## config.mk

```make
export PLATFORM = sky130hd
export DESIGN_NAME = multiply_divide_unit
export DESIGN_NICKNAME = d
export VERILOG_FILES = /design/src/rtl/multiply_divide_unit.sv
export SDC_FILE = /design/constraint.sdc
export NUM_CORES = 2
export LEC_CHECK = 0
export BUFFER_PORTS_ARGS = -buffer_cell sky130_fd_sc_hd__clkbuf_2
export CAP_MARGIN = 20
export CORE_MARGIN = 1.5
export CORE_UTILIZATION = 66
export CTS_CLUSTER_DIAMETER = 50
export CTS_CLUSTER_SIZE = 8
export DETAILED_ROUTE_END_ITERATION = 10
export PLACE_DENSITY = 0.91
export SLEW_MARGIN = 20
export SYNTH_ARGS = -nofsm -noshare
export SYNTH_HDL_FRONTEND = slang
export SYNTH_SLANG_ARGS = --single-unit
```

## constraint.sdc

```tcl
create_clock -name clk -period 9.3 [get_ports clk]
set_input_delay 1.86 -clock clk [delete_from_list [all_inputs] [get_ports clk]]
set_output_delay 1.86 -clock clk [all_outputs]
set_load 0.005 [all_outputs]
```

## src/rtl/multiply_divide_unit.sv

```systemverilog
// HI/LO multiply-divide unit: single-cycle 32x32 multiply, 32-step restoring divide,
// plus MTHI/MTLO register writes. busy feeds the pipeline stall logic.
module multiply_divide_unit (
  input  logic        clk,
  input  logic        reset,
  input  logic        start,
  input  logic [1:0]  operation,
  input  logic [31:0] operand_A,
  input  logic [31:0] operand_B,
  input  logic        HI_write_enable,
  input  logic        LO_write_enable,
  input  logic [31:0] write_data,
  output logic        busy,
  output logic        done,
  output logic [31:0] HI_output,
  output logic [31:0] LO_output
);

  typedef enum logic [1:0] {IDLE, MULTIPLY, DIVIDE} state_t;

  state_t      state, state_nx;
  logic [31:0] quot, rem, dvsr;
  logic [5:0]  cnt;
  logic        mul_signed, neg_q, neg_r;
  logic        res_wr, zero_done;
  logic [63:0] ext_a, ext_b, prod;
  logic [32:0] r_sh, diff;
  logic [31:0] res_hi, res_lo;
  logic        op_signed;

  assign op_signed = ~operation[0];
  assign busy      = (state != IDLE);

  // Multiply reuses quot/dvsr as operand holders; sign-extending to 64 bits
  // makes the truncated unsigned product correct for the signed case too.
  assign ext_a = {{32{mul_signed & quot[31]}}, quot};
  assign ext_b = {{32{mul_signed & dvsr[31]}}, dvsr};
  assign prod  = ext_a * ext_b;

  assign r_sh = {rem, quot[31]};
  assign diff = r_sh - {1'b0, dvsr};

  always_ff @(posedge clk or posedge reset) begin
    if (reset) state <= IDLE;
    else       state <= state_nx;
  end

  always_comb begin
    state_nx  = state;
    res_wr    = 1'b0;
    zero_done = 1'b0;
    res_hi    = prod[63:32];
    res_lo    = prod[31:0];
    case (state)
      IDLE:     if (start) state_nx = operation[1] ? DIVIDE : MULTIPLY;
      MULTIPLY: begin
        state_nx = IDLE;
        res_wr   = 1'b1;
      end
      DIVIDE: begin
        res_hi = neg_r ? -rem  : rem;
        res_lo = neg_q ? -quot : quot;
        if (dvsr == 32'd0) begin
          state_nx  = IDLE;
          zero_done = 1'b1;
        end else if (cnt == 6'd32) begin
          state_nx = IDLE;
          res_wr   = 1'b1;
        end
      end
      default:  state_nx = IDLE;
    endcase
  end

  always_ff @(posedge clk or posedge reset) begin
    if (reset) begin
      quot       <= '0;
      rem        <= '0;
      dvsr       <= '0;
      cnt        <= '0;
      mul_signed <= 1'b0;
      neg_q      <= 1'b0;
      neg_r      <= 1'b0;
      done       <= 1'b0;
      HI_output  <= '0;
      LO_output  <= '0;
    end else begin
      done <= res_wr | zero_done;
      if (state == IDLE && start) begin
        cnt        <= '0;
        rem        <= '0;
        mul_signed <= op_signed;
        neg_q      <= op_signed & (operand_A[31] ^ operand_B[31]);
        neg_r      <= op_signed & operand_A[31];
        // Divide works on magnitudes; multiply keeps the raw operands.
        if (operation[1]) begin
          quot <= (op_signed & operand_A[31]) ? -operand_A : operand_A;
          dvsr <= (op_signed & operand_B[31]) ? -operand_B : operand_B;
        end else begin
          quot <= operand_A;
          dvsr <= operand_B;
        end
      end else if (state == DIVIDE && dvsr != 32'd0 && cnt != 6'd32) begin
        cnt <= cnt + 6'd1;
        if (!diff[32]) begin
          rem  <= diff[31:0];
          quot <= {quot[30:0], 1'b1};
        end else begin
          rem  <= r_sh[31:0];
          quot <= {quot[30:0], 1'b0};
        end
      end

      if (res_wr) begin
        HI_output <= res_hi;
        LO_output <= res_lo;
      end else if (state == IDLE && !start) begin
        if (HI_write_enable) HI_output <= write_data;
        if (LO_write_enable) LO_output <= write_data;
      end
    end
  end

endmodule

```

### Word level (Yosys, flattened, before mapping)

Index checks and enable logic that the tools add are counted.

| storage, ports and cells | value |
|---|---|
| flip-flop bits (word level) | 172 |
| input bits | 103 |
| output and inout port bits | 66 |
| logic and storage cells | 80 |

| operators by class | value |
|---|---|
| add/subtract/negate cells | 6 |
| multipliers | 1 |
| equal/unequal tests | 6 |
| multiplexer cells | 32 |
| bitwise gates (word level) | 8 |
| reductions and logical operators | 16 |

Operator list:

| kind | count |
|---|---|
| $mux 32 | 19 |
| $neg 32->32 | 4 |
| $mul 33x33->64 | 1 |
| $sub 33x32->33 | 1 |
| $logic_not 32->1 | 1 |
| $reduce_bool 32->1 | 1 |
| $mux 6 | 2 |
| $reduce_bool 2->1 | 5 |
| $mux 2 | 4 |
| $add 6x1->6 const B | 1 |
| $eq 6x6->1 const B | 1 |
| $ne 6x6->1 const B | 1 |
| $reduce_and 2->1 | 3 |
| $and 1x1->1 | 5 |
| $mux 1 | 5 |
| $logic_and 1x1->1 | 4 |
| $pmux 2 s2 | 1 |
| $ne 3x3->1 const B | 1 |
| $eq 2x1->1 const B | 1 |
| $eq 2x2->1 const B | 1 |
| $logic_not 2->1 | 1 |
| $ne 2x2->1 const B | 1 |
| $pmux 1 s2 | 1 |
| $logic_not 1->1 | 1 |
| 3 further kinds | 3 |

### Logic depth before layout (Yosys ltp)

| depth | value |
|---|---|
| depth after elaboration | 6 |
| gate-level depth with buffers | 30 |

### Least setup slack after synthesis

Ideal clock, no wire load.

| timing path | value |
|---|---|
| kind | register to register |
| start | reg quot[31] |
| end | reg HI_output[28] |
| setup time | 0.137 ns |
| arrival | 7.703 ns |
| data required time | 9.163 ns |
| path slack | 1.460 ns |
| cell stages (with the launch flop) | 29 |
| path buffers | 2 |
| clock period less this slack | 7.840 ns |
| cell sequence | dfrtp_1 and2_1 clkbuf_1 nand2_1 inv_1 fa_1 fa_1 fa_1 fa_1 inv_1 fa_1 inv_1 fa_1 inv_1 fa_1 fa_1 inv_1 ha_1 clkbuf_1 a21oi_1 o21bai_1 a21o_1 a21o_1 a21o_1 a21oi_1 nand2_1 o21ai_0 mux2i_1 a21oi_1 |

| between the ends | value |
|---|---|
| word-level cells in the longest chain between the ends | 4 |

RTL lines:

| element | line | text |
|---|---|---|
| start: declaration | 22 | `logic [31:0] quot, rem, dvsr;` |
| start signal: assignment | 97 | `quot <= (op_signed & operand_A[31]) ? -operand_A : operand_A;` |
| start signal: assignment | 100 | `quot <= operand_A;` |
| start signal: assignment | 107 | `quot <= {quot[30:0], 1'b1};` |
| $and 1x1->1 | 36 | `assign ext_a = {{32{mul_signed & quot[31]}}, quot};` |
| $mul 33x33->64 * | 38 | `assign prod = ext_a * ext_b;` |
| $mux 32 * | 54 | `case (state)` |
| $mux 32 * | 114 | `if (res_wr) begin` |
| end signal: assignment | 115 | `HI_output <= res_hi;` |
| end signal: assignment | 118 | `if (HI_write_enable) HI_output <= write_data;` |
| end: declaration | 15 | `output logic [31:0] HI_output,` |

Every way passes the cells marked *; elsewhere a longest branch is shown, timed or not.
A chain may end at the register's enable or synchronous reset.

### Worst setup path in the final report

| timing path | value |
|---|---|
| start | reg dvsr[18] |
| end | reg HI_output[31] |

| between the ends | value |
|---|---|
| word-level cells in the longest chain between the ends | 5 |

RTL lines:

| element | line | text |
|---|---|---|
| start: declaration | 22 |  |
| start signal: assignment | 98 | `dvsr <= (op_signed & operand_B[31]) ? -operand_B : operand_B;` |
| start signal: assignment | 101 | `dvsr <= operand_B;` |
| parallel branches: the longest is 5 deep, another holds $mul 33x33->64 | - |  |

Parallel ways; which one is timed is not known.

==> qor.yml <==
synth:
  synth_top_area_cell: "fa_1"
  avgSynthCellArea_um2: 8.74
  async_flop_share_pct: 100
  yosys_warnings: 0
  syn_area_mm2: 0.0499
  syn_inst: 5709
  syn_nets: 7192
  synth_top_area_share_pct: 45.2
  synth_seq_cells: 172
  yosysUniqueCellTypes: 75
  synthFlopType: "dfrtp_1"
  synth_area_leaders: "fa_1 (45%), inv_1 (8.9%), dfrtp_1 (8.6%), nand2_1 (7.2%), ha_1 (6.4%)"
  synth_seq_area_share_pct: 8.63
  synth-edff-count: 0
setup_path:
  slowest_stage: "dfrtp_1"
  r2r_slack_ns: 0.13
  worstSetupPathType: "reg2reg"
  cp_common_cell: "inv_1"
  reg2reg_depth: 30
  arrival_ns: 9.56
  crit_start: "dvsr[18]$_DFFE_PP0P_"
  reg2reg_to: "HI_output[31]$_DFFE_PP0P_"
  critPathLaunchType: "flop"
  cp_max_fo: 18
  end_kind: "flop"
  critPathMaxStageDelay_ns: 0.96
  critPathRequiredTime_ns: 9.70
  cp-endpoint: "HI_output[31]$_DFFE_PP0P_"
  r2r-start: "dvsr[18]$_DFFE_PP0P_"
clock_tree:
  cts-root-buf: "clkbuf_16"
  cts_setup_buffers: 0
  clkLatencyLatePin_ns: 0.50
  cts.htree.levels: 4
  path_clk_slew_ns: 0.08
  clock_sinks: 172
  cts_tree: "yes"
  cts_buffers: 17
  cts_buffer_depth: 2
placement:
  place_congestion: 1.04
  dp_hpwl_um: 132000
  port_buffers: 168
timing:
  setup_viol: 0
  fmax_ghz: 0.109
  rsz0062_at_grt: "no"
  finalHoldViolations: 0
  finalCriticalPeriod_ns: 9.17
  finalCritPeriodShare_pct: 98.6
  clock_skew_ns: 0.0249
  setup_tns_ns: 0
  tightest_slew_ns: 1.23
  maxSlewHeadroom_pct: 17.7
  slew_violations: 0
final_layout:
  fill_cells: 5292
  syn_to_final_growth_pct: 5.36
  regArea_mm2: 0.00431
  multiInputGateArea_mm2: 0.0399
  fin_nets: 7186
  drive_above_1_share_pct: 7.05
route:
  firstDrtPassIters: 7
  wl_per_cell_um: 25.1
  top_layer: "met5"
  drt_iter0_markers: 5058
  drc_errors: 0
  m1WireLength_um: 52100
  routed_wl_um: 168000
  antenna_left: 0
  wl_met2_um: 74800
  vias_per_cell: 6.39
  vias: 42800
  dr_wl_met3_um: 23200
floorplanning:
  die_w_um: 278
  row_count: 100
  core-area_mm2: 0.0747
  die_area_mm2: 0.0773
  die_h_um: 278
  io_pins: 169
  start_util_pct: 66.8
run_status:
  status: "completed"
hold_path:
  hold_class: "reg2reg"
global_route:
  grt_pass1_wl_um: 260000
  grt_max_degree: 77
  grt_pass1_vias: 46500
  overflow: 0
  antenna_found_initial: 10
  grt_use_total_pct: 44.9
job:
  maxCapViolCount: 0
-- sequential cells by signal (all words and copies together), names as in the netlist, 2 cells and up --
register and count:
quot 32, dvsr 32, rem 32, LO_output 32, HI_output 32, state 2
cnt 6
-- through the flow --
stage / instance area [um2] / hold WS [ns] / setup slack, ns / utilization (%) / instances
after floorplan: 49900 / 0.473 / 1.46 / - / 5709
after global placement: 51900 / 0.465 / 0.567 / 69.5 / 6653
after detailed placement: 51900 / 0.473 / 0.536 / 69.5 / 6653
after CTS: 52500 / 0.497 / 0.452 / 70.4 / 6685
after global routing: 52600 / 0.521 / 0.0159 / 70.4 / 6685
final: 52600 / 0.496 / 0.134 / 70.4 / 6689
-- cell usage after synthesis, types with 20 or more instances --
cell	n
ha_1	254
and3_1	30
nor4_1	20
a211oi_1	29
and2_1	306
nor3_1	40
nand3_1	31
xnor2_1	110
clkbuf_1	289
mux2i_1	30
nor2_1	219
dfrtp_1	172
a31oi_1	48
nand2_1	959
o21ai_0	200
a21oi_1	164
buf_1	53
o31ai_1	32
inv_1	1182
fa_1	1126
a21o_1	51
xor2_1	109
-- cells by family (layout without fill, tap and decap cells) --
kind of cell	after synthesis	after routing	share of synthesized area, %
flops	172	172	8.63
compound gates	664	664	8.25
fa+ha+maj	1380	1380	51.5
buf+inv	1527	1534	11.5
xor+xnor	219	219	3.84
other cells	0	4	0
mux	32	32	0.647
simple gates	1715	1715	15.6
-- routing by layer --
layer  up-vias  global-route usage [%]
li1      17200                       -
met1     21100                    50.6
met2      3324                    69.0
met3      1183                    15.8
met4        12                    37.4
met5         -                       0
-- layout by cell type, fill, tap and decap left out, types with 15 or more instances in the layout --
cell type	synthesis	routed
nor3_1	40	40
nor2_1	219	217
or3_1	19	19
clkbuf_2	0	168
clkbuf_16	0	17
o211ai_1	15	15
a21oi_1	164	162
mux2i_1	30	30
o41ai_1	15	15
dfrtp_1	172	167
inv_1	1182	1181
and2_1	306	305
a211oi_1	29	29
o31ai_1	32	32
a31oi_1	48	48
a21o_1	51	51
nand3_1	31	31
buf_4	0	147
a221oi_1	16	16
xor2_1	109	108
nand4_1	15	15
nor4_1	20	18
o21a_1	15	15
xnor2_1	110	110
fa_1	1126	1126
and3_1	30	30
ha_1	254	253
o21ai_0	200	199
nand2_1	959	958
nand2b_1	16	16
-- what timing repair did --
| item | in CTS | in global routing |
|---|---|---|
| setup endpoints to repair | 0 | 7 |
| resized for setup | 0 | 4 |
| hold buffers | 0 | 0 |
-- critical path: cells and delay by family, from the launching register on --
kind / cells / cell delay [ns]
adder cells (fa/ha/maj): 9 / 3.75
AO/OA/AOI/OAI: 8 / 2.23
buffers and inverters: 10 / 1.59
flip-flops: 1 / 0.96
AND/OR/NAND/NOR: 3 / 0.53
-- final cells by class --
| cell class | instances | area share, % |
|---|---|---|
| Clock buffer | 17 | 0.809 |
| Clock inverter | 15 | 0.402 |
| Timing Repair Buffer | 319 | 3.85 |
| Antenna cell | 4 | 0.0190 |
| Tap cell | 969 | 2.31 |
| Inverter | 1183 | 8.46 |
| Multi-Input combinational cell | 4010 | 76.0 |
| Sequential cell | 172 | 8.20 |
-- worst min-delay path by stage --
| stage | startpoint | end | slack [ns] | cells past startpoint |
|---|---|---|---|---|
| CTS | LO_output[7]$_DFFE_PP0P_ | LO_output[7]$_DFFE_PP0P_ | 0.50 | 2 |
| floorplan | LO_output[16]$_DFFE_PP0P_ | LO_output[16]$_DFFE_PP0P_ | 0.47 | 2 |
| global placement | LO_output[13]$_DFFE_PP0P_ | LO_output[13]$_DFFE_PP0P_ | 0.47 | 2 |
| detailed placement | LO_output[19]$_DFFE_PP0P_ | LO_output[19]$_DFFE_PP0P_ | 0.47 | 1 |
| finish | LO_output[12]$_DFFE_PP0P_ | LO_output[12]$_DFFE_PP0P_ | 0.50 | 2 |
| global route | LO_output[12]$_DFFE_PP0P_ | LO_output[12]$_DFFE_PP0P_ | 0.52 | 2 |
Power is left out: the tool's default activity adds up to more than one toggle a clock period on the data nets, which glitch-free logic cannot reach.
